[src/rtl/bcd_seg_scan_pkg.sv]
// ---------------------------------------------------------------------------
// bcd_seg_scan_pkg
//   Shared constants and helpers for the multiplexed 7-segment display
//   stage that sits behind the binary-to-BCD converter.
//
//   Contents:
//     NUM_DIGITS    number of display positions (5 magnitude digits + sign)
//     IDX_W         width of the digit scan index
//     MAG_W         width of the packed BCD magnitude
//     SEG_*         active-low segment patterns, bit order {g,f,e,d,c,b,a}
//     disp_word_t   sign + packed BCD magnitude as held for one frame
//     scan_an()     active-low anode pattern for a scan index
//     upper_mag()   magnitude with the digits below position k shifted out
// ---------------------------------------------------------------------------
package bcd_seg_scan_pkg;

  localparam int NUM_DIGITS = 6;
  localparam int MAG_DIGITS = NUM_DIGITS - 1;
  localparam int MAG_W      = 4 * MAG_DIGITS;
  localparam int IDX_W      = 3;

  localparam logic [IDX_W-1:0] IDX_SIGN = IDX_W'(NUM_DIGITS - 1);

  localparam logic [6:0] SEG_0    = 7'b1000000;
  localparam logic [6:0] SEG_1    = 7'b1111001;
  localparam logic [6:0] SEG_2    = 7'b0100100;
  localparam logic [6:0] SEG_3    = 7'b0110000;
  localparam logic [6:0] SEG_4    = 7'b0011001;
  localparam logic [6:0] SEG_5    = 7'b0010010;
  localparam logic [6:0] SEG_6    = 7'b0000010;
  localparam logic [6:0] SEG_7    = 7'b1111000;
  localparam logic [6:0] SEG_8    = 7'b0000000;
  localparam logic [6:0] SEG_9    = 7'b0010000;
  localparam logic [6:0] SEG_DASH = 7'b0111111;
  localparam logic [6:0] SEG_E    = 7'b0000110;
  localparam logic [6:0] SEG_OFF  = 7'b1111111;

  localparam logic [NUM_DIGITS-1:0] AN_OFF = '1;

  // One displayable value: the sign sits above the packed BCD digits so the
  // struct packs to exactly {neg, bcd_in}.
  typedef struct packed {
    logic             neg;
    logic [MAG_W-1:0] mag;
  } disp_word_t;

  // Active-low one-cold anode pattern for scan position idx.
  function automatic logic [NUM_DIGITS-1:0] scan_an(input logic [IDX_W-1:0] idx);
    logic [NUM_DIGITS-1:0] onehot;
    onehot = NUM_DIGITS'(1) << idx;
    return ~onehot;
  endfunction

  // Digits at and above position k, shifted down to the bottom. A result of
  // zero means position k is a leading zero.
  function automatic logic [MAG_W-1:0] upper_mag(input logic [MAG_W-1:0] mag,
                                                 input logic [IDX_W-1:0] k);
    return mag >> (4 * k);
  endfunction

endpackage

[src/rtl/bcd_seg_scan_bcd_to_seg.sv]
// ---------------------------------------------------------------------------
// bcd_to_seg
//   Combinational BCD digit to 7-segment decoder for a common-anode display.
//
//   Ports:
//     digit  in   4-bit BCD digit
//     seg    out  active-low segment pattern {g,f,e,d,c,b,a}; codes above 9
//                 show "E" so a corrupted nibble is visible on the display
// ---------------------------------------------------------------------------
module bcd_to_seg
  import bcd_seg_scan_pkg::*;
(
  input  logic [3:0] digit,
  output logic [6:0] seg
);

  always_comb begin
    seg = SEG_E;
    case (digit)
      4'd0:    seg = SEG_0;
      4'd1:    seg = SEG_1;
      4'd2:    seg = SEG_2;
      4'd3:    seg = SEG_3;
      4'd4:    seg = SEG_4;
      4'd5:    seg = SEG_5;
      4'd6:    seg = SEG_6;
      4'd7:    seg = SEG_7;
      4'd8:    seg = SEG_8;
      4'd9:    seg = SEG_9;
      default: seg = SEG_E;
    endcase
  end

endmodule

[src/rtl/bcd_seg_scan.sv]
// ---------------------------------------------------------------------------
// bcd_seg_scan
//   Display stage behind the binary-to-BCD converter. Scans a signed 5-digit
//   BCD value onto a 6-position multiplexed common-anode 7-segment display
//   (sign position + 5 magnitude digits).
//
//   A captured value waits in a pending register and is only copied into the
//   display register at a frame boundary, so one full scan never mixes two
//   values. Each position is lit for CLK_DIV clocks with no gap between
//   positions.
//
//   Parameters:
//     CLK_DIV      clk cycles per digit slot (>= 1)
//
//   Ports:
//     clk          system clock
//     rst          synchronous active-high reset
//     bcd_in       packed BCD, [19:16] ten-thousands .. [3:0] ones
//     neg          sign of bcd_in, 1 = negative
//     bcd_valid    single-cycle strobe capturing bcd_in/neg
//     blank_en     1 = blank leading zeros (ones digit always shown)
//     an           active-low digit enables, an[0] ones .. an[4]
//                  ten-thousands, an[5] sign
//     seg          active-low segments {g,f,e,d,c,b,a}
//     frame_start  one-cycle pulse on the cycle the display register reloads
// ---------------------------------------------------------------------------
module bcd_seg_scan
  import bcd_seg_scan_pkg::*;
#(
  parameter int CLK_DIV = 50000
) (
  input  logic                  clk,
  input  logic                  rst,
  input  logic [MAG_W-1:0]      bcd_in,
  input  logic                  neg,
  input  logic                  bcd_valid,
  input  logic                  blank_en,
  output logic [NUM_DIGITS-1:0] an,
  output logic [6:0]            seg,
  output logic                  frame_start
);

  localparam int               CNT_W    = (CLK_DIV > 1) ? $clog2(CLK_DIV) : 1;
  localparam logic [CNT_W-1:0] CNT_LAST = CNT_W'(CLK_DIV - 1);

  logic [CNT_W-1:0]      cnt_p0;
  logic [IDX_W-1:0]      idx_p0;
  logic                  tick_p0;
  logic                  frame_tick_p0;

  disp_word_t            pending_p0;
  logic                  pend_vld_p0;
  disp_word_t            disp_p0;

  logic [3:0]            nibble_p0;
  logic [6:0]            dec_seg_p0;
  logic                  lead_zero_p0;
  logic [NUM_DIGITS-1:0] an_nxt_p0;
  logic [6:0]            seg_nxt_p0;

  logic [NUM_DIGITS-1:0] an_p1;
  logic [6:0]            seg_p1;
  logic                  frame_start_p1;

  // ---- stage p0: prescaler, scan index, capture and frame-coherent load ----
  assign tick_p0       = (cnt_p0 == CNT_LAST);
  assign frame_tick_p0 = tick_p0 && (idx_p0 == IDX_SIGN);

  always_ff @(posedge clk) begin
    if (rst) begin
      cnt_p0 <= '0;
      idx_p0 <= '0;
    end else begin
      // With CLK_DIV == 1, CNT_LAST is 0 so tick holds high and cnt stays 0.
      cnt_p0 <= tick_p0 ? '0 : cnt_p0 + CNT_W'(1);
      if (tick_p0) begin
        idx_p0 <= (idx_p0 == IDX_SIGN) ? '0 : idx_p0 + IDX_W'(1);
      end
    end
  end

  always_ff @(posedge clk) begin
    if (rst) begin
      pending_p0  <= '0;
      pend_vld_p0 <= 1'b0;
      disp_p0     <= '0;
    end else begin
      // The boundary load uses the pending value from before this edge; a
      // strobe on the same edge refills pending and keeps it flagged for the
      // following frame.
      if (frame_tick_p0 && pend_vld_p0) begin
        disp_p0 <= pending_p0;
      end
      if (bcd_valid) begin
        pending_p0  <= '{neg: neg, mag: bcd_in};
        pend_vld_p0 <= 1'b1;
      end else if (frame_tick_p0) begin
        pend_vld_p0 <= 1'b0;
      end
    end
  end

  // Digit select and decode. The sign slot (idx 5) shifts the magnitude out
  // completely, so the decoder sees 0 there and its output is ignored.
  assign nibble_p0 = upper_mag(disp_p0.mag, idx_p0)[3:0];

  bcd_to_seg u_bcd_to_seg (
    .digit (nibble_p0),
    .seg   (dec_seg_p0)
  );

  // A position is a leading zero when it and every digit above it are zero.
  // blank_en is used live so toggling it takes effect on the next slot.
  assign lead_zero_p0 = blank_en && (idx_p0 != '0) &&
                        (upper_mag(disp_p0.mag, idx_p0) == '0);

  always_comb begin
    an_nxt_p0  = scan_an(idx_p0);
    seg_nxt_p0 = dec_seg_p0;
    if (idx_p0 == IDX_SIGN) begin
      seg_nxt_p0 = disp_p0.neg ? SEG_DASH : SEG_OFF;
    end else if (lead_zero_p0) begin
      seg_nxt_p0 = SEG_OFF;
    end
  end

  // ---- stage p1: registered display drive (lags idx by one cycle) ----
  always_ff @(posedge clk) begin
    if (rst) begin
      an_p1          <= AN_OFF;
      seg_p1         <= SEG_OFF;
      frame_start_p1 <= 1'b0;
    end else begin
      an_p1          <= an_nxt_p0;
      seg_p1         <= seg_nxt_p0;
      frame_start_p1 <= frame_tick_p0;
    end
  end

  assign an          = an_p1;
  assign seg         = seg_p1;
  assign frame_start = frame_start_p1;

endmodule

[config.mk]
export PLATFORM = sky130hd
export DESIGN_NAME = bcd_seg_scan
export DESIGN_NICKNAME = d
export VERILOG_FILES = /design/src/rtl/bcd_seg_scan_pkg.sv /design/src/rtl/bcd_seg_scan_bcd_to_seg.sv /design/src/rtl/bcd_seg_scan.sv
export SDC_FILE = /design/constraint.sdc
export NUM_CORES = 1
export LEC_CHECK = 0
export CAP_MARGIN = 20
export CORE_ASPECT_RATIO = 0.7
export CORE_MARGIN = 2
export CORE_UTILIZATION = 62
export CTS_BUF_LIST = sky130_fd_sc_hd__clkbuf_8
export DETAILED_ROUTE_END_ITERATION = 10
export PLACE_DENSITY = 0.85
export SLEW_MARGIN = 20
export SYNTH_ARGS = -nofsm -noshare
export SYNTH_HDL_FRONTEND = slang
export SYNTH_HIERARCHICAL = 1
export SYNTH_SLANG_ARGS = --single-unit
[constraint.sdc]
create_clock -name clk -period 3.2 [get_ports clk]
set_clock_uncertainty 0.15 [all_clocks]
set_input_delay 0.64 -clock clk [delete_from_list [all_inputs] [get_ports clk]]
set_output_delay 0.64 -clock clk [all_outputs]
set_load 0.005 [all_outputs]
# [Word-level counts from Yosys, hierarchy flattened]
# Memory sizes are Yosys's and may differ from the RTL's.
# Cells that the tools add are included.
[classes] n_bitwise=1 n_eq_ne=2 n_mux=6 addsub=2 reduce_logical=8 n_shift=2
[op_table] cell="7-bit two-way mux" count=3
[op_table] cell="20-bit zero test" count=1
[op_table] cell="20-bit by 5-bit right shift with 20-bit output" count=1
[op_table] cell="16-bit by 1-bit adder with 16-bit output (second input constant)" count=1
[op_table] cell="16-bit == test (second input constant)" count=1
[op_table] cell="6-bit NOT" count=1
[op_table] cell="1-bit by 3-bit << shifter with 6-bit output (first input constant)" count=1
[op_table] cell="1-bit logical AND" count=4
[op_table] cell="3-bit by 1-bit adder with 3-bit output (second input constant)" count=1
[op_table] cell="3-bit == test (second input constant)" count=1
[op_table] cell="3-bit two-way mux" count=1
[op_table] cell="3-bit nonzero test" count=1
[op_table] cell="1-bit two-way mux" count=2
[op_table] cell="2-bit nonzero test" count=1
[op_table] cell="2-bit OR reduction" count=1
[totals] input_bits=25 ff_bits=76 mem_bits_ro=112 word_cells=32 mem_count=1 out_inout_bits=14
[memory_table] memory="(name not given)" depth=16 width=7 rd=1 rd_ports_with_merged_regs=0 write_ports=0 line_no="bcd_seg_scan_bcd_to_seg.sv:19" rtl="case (digit)"

# [Logic depth before layout (Yosys ltp)]
[logic_depth] ltp_word=5 ltp_mapped=11 mapped_depth_nobuf=10

# [Hierarchy]
# Netlist, hierarchy kept.
[modules_own_cells] module="bcd_seg_scan" cells_each=327 seq_area_each_um2=1521.5 area_per_inst_um2=3074.2 instances=1
[modules_own_cells] module="bcd_to_seg" cells_each=27 seq_area_each_um2=0.0 area_per_inst_um2=191.4 instances=1

# [Worst setup path after synthesis]
# Ideal clock, no wire load.
[synth_path] path_kind="reg2reg" startpoint="reg idx_p0[1]" endpoint="reg seg_p1[1], in the netlist seg[1]" t_required_ps=2931 period_less_slack_ps=2146 path_stages_with_launch=12 setup_ps=119 t_arrival_ps=1877 path_buffers=2 setup_slack_ps=1054 cell_sequence="dfxtp_1 buf_6 buf_2 mux2i_1 o2bb2ai_1 or2_2 inv_1 ha_1 nor2_1 nor2_1 nor3_1 nand2_1"
[synth_between] elab_cells_between_ends=9 classes_between="eq/ne (1); shift (1); mux (2); reduce/logical (4); memory (1)"
[synth_lines] item="start: declaration" line_no="bcd_seg_scan.sv:47" rtl="logic [IDX_W-1:0] idx_p0;"
[synth_lines] item="start signal: assignment" line_no="bcd_seg_scan.sv:77" rtl="idx_p0 <= (idx_p0 == IDX_SIGN) ? '0 : idx_p0 + IDX_W'(1);"
[synth_lines] item="20-bit by 5-bit right shift with 20-bit output" line_no="bcd_seg_scan_pkg.sv:58" rtl="return mag >> (4 * k);"
[synth_lines] item="named net nibble_p0[1]" line_no="bcd_seg_scan.sv:55" rtl="logic [3:0] nibble_p0;"
[synth_lines] item="memory read 16 x 7 bit"
[synth_lines] item="named net dec_seg_p0[1]" line_no="bcd_seg_scan.sv:56" rtl="logic [6:0] dec_seg_p0;"
[synth_lines] item="7-bit two-way mux" line_no="bcd_seg_scan.sv:122" rtl="end else if (lead_zero_p0) begin"
[synth_lines] item="7-bit two-way mux" line_no="bcd_seg_scan.sv:120" rtl="if (idx_p0 == IDX_SIGN) begin"
[synth_lines] item="end signal: assignment" line_no="bcd_seg_scan.sv:135" rtl="seg_p1 <= seg_nxt_p0;"
[synth_lines] item="end: declaration" line_no="bcd_seg_scan.sv:62" rtl="logic [6:0] seg_p1;"
# The timed path passes the listed nets, and every way through them passes these cells.
# A chain may end at the register's enable or synchronous reset.

# [Worst setup path in the final report]
[layout_path] startpoint="reg idx_p0[1]" endpoint="reg seg_p1[2], in the netlist seg[2]"
# Same word-level chain as after synthesis.

==> impl_summary.md <==
Logic synthesis
The share of flip-flops with an asynchronous set or reset is 0%. Yosys attributes the largest share of cell area to dfxtp_1 47%, mux2i_1 14%, nor2_1 8.7%, ha_1 2.7%, nand2_1 2.6%. Yosys printed 6 warnings. The cell count after synthesis came out at 354. The total nets after synthesis is 386.

Synthesis inferred 76 register bits. The average instance in the mapped netlist occupies 9.225 um^2. The distinct cell type count after synthesis is 44. The synthesized design spends more area on one cell type than any other, namely dfxtp_1. Yosys mapped a number of flops with a built-in enable equal to 0. The sequential element share of the synthesized area is 46.59%.

The area of the mapped netlist is 3266 um^2. In this run the biggest area consumer among cell types represents 46.59% of the synthesized area. The most used flip-flop cell after synthesis is dfxtp_1.

Global routing
After global routing the overflow that remains totals 0. Entering global routing, the biggest net connects 32 pins. The number of global-route vias before repair is 2,288. The initial antenna violation count is 0.

The first global-routing pass estimated 10.63 mm of wire. Global routing consumed, over all layers together, 22.78% of the routing resources.

Timing
The number of failing hold endpoints at the final stage came to 0. Dividing the final minimum period by the clock period gives 83.31%. Derived from the worst setup path, the maximum achievable clock frequency is 375.1 MHz. Setup repair after global routing left no endpoint under its margin. Final hold analysis gives a worst-case slack of 333.1 ps. The count of endpoints failing setup in the final report is 0. The remaining max-slew budget at the tightest pin is 46.80%. The max-slew violation total from the final report is 0. After routing, the total negative slack on setup checks comes to 0 ps. For the pin with the worst max-slew slack, the measured transition is 798.0 ps. After layout, the minimum clock period comes to 2666 ps.

Critical path
In this run the worst setup path begins at idx_p0[1]$_SDFFE_PP0N_. The startpoint type of the worst setup path is a flop. The reg-to-reg critical path startpoint is idx_p0[1]$_SDFFE_PP0N_. The endpoint of the lowest-slack register-to-register path is seg[2]$_SDFF_PP1_. The cell family contributing the most delay on the critical path is flip-flops.

STA classifies the critical path endpoint as a flop. The delay of the slowest cell on the worst path is 730 ps. The kind of critical path is flop to flop. The critical path contains buffers and inverters numbering 0 combined. The data arrival time of the worst path is 2760 ps. The critical-path maximum fanout is 17. The worst reg-to-reg setup slack is 530 ps. The signal on the critical path passes through mux2_2 -> a32o_1 -> o21bai_1 -> or2_1 -> a21o_1 -> nor3_1 -> nand2_1. The slowest library cell on the worst path is dfxtp_1. The worst register-to-register path has a depth of 7. Data on the critical path is required at its endpoint by 3290 ps.

Place
The final weighted congestion in routability-driven placement is 0.9046. Once detailed placement completed, the half-perimeter wirelength came to 4.321 mm. Summing all placed instances gives a cell area of 3656 um^2. Port buffering added 38 buffers.

Clocking
The deepest clock path buffer count is 2. The post-CTS repair timing setup buffer count is 0. Clock tree synthesis inserted a total of 9 buffers. The count of clock tree sinks is 76. The clock network latency to the later pin of the worst-skew pair is 350 ps. The quantity of hold-fixing buffers added after cts is 0. TritonCTS built the clock tree.

The clock root buffer is clkbuf_8. After clock tree synthesis, the clock-pin slew on the worst setup and hold paths is 80 ps. The quantity of gates resized following cts is 0.

The CTS H-tree depth is 3.

Finish
The relative area change from synthesis to final layout is 17.85%. 0 antenna diodes ended up in the layout. After the last flow step, the layout net total stands at 419. The ratio of cells with drive above 1 in the final layout is 7.653%. The number of inserted filler cells in the final layout is 399.

The cell area after layout is 3849 um^2.

Worst hold path
The launch point of the worst hold path is cnt_p0[0]$_SDFF_PP0_. Along the worst hold path, the cell count comes to 1. The end point of the most critical hold path is cnt_p0[0]$_SDFF_PP0_.

The classification of the worst-slack hold path is flop to flop.

Job
The number of maximum-capacitance violations is 0.

Power
The maximum ir drop on the vdd rail is 360.9 uV. The areal power density over the cells is 463.6 nW/um^2. For this design the static power due to leakage is 0.001680 uW.

Floorplan
The overall die area is 5873 um^2. The die extent in x is 90.75 um. The die span in y is 64.72 um.

The starting density of the core is 63.44%. For this design the top-level I/O count stands at 39. The standard-cell row count is 22. The floorplan step defined a core boundary enclosing 5147 um^2.

Outcome
The flow ran to the end, and the final reports show no timing, DRC or antenna violations.

Detailed routing
The first TritonRoute pass finished after 4 iterations. The post-detailed-route wirelength per cell is 12.91 um. For this block, the initial DRC count from the detailed router was 99.

In the routed design, unresolved DRC markers number 0. The total vias in the final route is 2,445. The total length of routed wires is 5.989 mm.

The detail-routed via count per cell is 5.269. The post-route antenna net violation count is 0.
layer usage:
metal	global-route usage (%)	up-vias	part of all wire, %
met5	0	-	0
met4	6.923	0	0.90
met3	6.744	5	4.9
met2	35.82	52	45
met1	30.55	1111	50
li1	-	1277	-
worst max path at each step:
stage | to | slack (ps) | depth (start not counted)
final | seg[2]$_SDFF_PP1_ | 530 | 7
after global routing | seg[3]$_SDFF_PP1_ | 210 | 10
after CTS | seg[2]$_SDFF_PP1_ | 560 | 7
after detailed placement | seg[2]$_SDFF_PP1_ | 580 | 7
after global placement | seg[1]$_SDFF_PP1_ | 650 | 9
after floorplan | seg[1]$_SDFF_PP1_ | 1050 | 11
synth_stat cells (6+ instances only):
| cell type | count |
|---|---|
| dfxtp_1 | 76 |
| nor2_1 | 76 |
| mux2i_1 | 47 |
| nand2_1 | 23 |
| nand3_1 | 13 |
| nor3_1 | 9 |
| xnor2_1 | 8 |
| a21oi_1 | 7 |
| ha_1 | 7 |
| inv_1 | 7 |
| o21ai_0 | 7 |
| xor2_1 | 7 |
| buf_2 | 6 |
| clkbuf_1 | 6 |
worst register-to-register path, stage by stage, from the launching register on:
cell and delay, ps:
dfxtp_1 730, mux2_2 420, a32o_1 220, o21bai_1 300
or2_1 340, a21o_1 180, nor3_1 160, nand2_1 70
cell families after synthesis:
group / after synthesis / synth area share [%]
AND/OR/NAND/NOR: 152 / 21.26
flip-flops: 76 / 46.59
multiplexers: 51 / 15.90
AO/OA/AOI/OAI: 27 / 5.747
buffers and inverters: 26 / 3.793
XOR/XNOR: 15 / 4.023
adder cells (fa/ha/maj): 7 / 2.682
where the power goes:
group	switching [uW]	internal, uW
clock	348	357
sequential	12.7	970
combinational	40.8	56.8
total	401	1380
final cells by class:
cell class | count | area (um^2) | area share (%)
multi-input combinational | 252 | 1620 | 42.10
sequential | 76 | 1521 | 39.53
timing repair buffer | 41 | 397.9 | 10.34
clock buffer | 9 | 123.9 | 3.218
tap | 72 | 90.09 | 2.341
clock inverter | 7 | 68.82 | 1.788
inverter | 7 | 26.28 | 0.6827
sequential cells by signal (all words and copies together) (netlist names):
name,count
idx_p0,3
cnt_p0,16
frame_start,1
seg,7
pend_vld_p0,1
disp_p0,21
pending_p0,21
an,6
placed cells by master (no fill, tap or decap), drive strengths merged, types with 2 or more instances in the layout:
| master | n |
|---|---|
| a21oi | 7 |
| a22oi | 2 |
| and3 | 3 |
| and4 | 3 |
| buf | 4 |
| clkbuf | 9 |
| clkdlybuf4s50 | 37 |
| clkinv | 4 |
| dfxtp | 76 |
| ha | 7 |
| inv | 8 |
| mux2 | 4 |
| mux2i | 47 |
| nand2 | 23 |
| nand2b | 3 |
| nand3 | 14 |
| nand4 | 4 |
| nor2 | 76 |
| nor2b | 2 |
| nor3 | 9 |
| nor4 | 3 |
| o21ai | 7 |
| o22ai | 3 |
| or2 | 5 |
| or3 | 2 |
| xnor2 | 8 |
| xor2 | 7 |
stage by stage:
stage	utilization [%]	cells	power (uW)	setup WS [ps]
after floorplan	-	354	1054	1054
after global placement	71.03	448	1099	647.1
after detailed placement	71.03	448	1102	575.0
after CTS	74.77	464	1795	558.0
after global routing	74.77	464	1852	210.7
final	74.77	464	1784	534.1
Note: power is estimated with default switching activity, not from simulation.
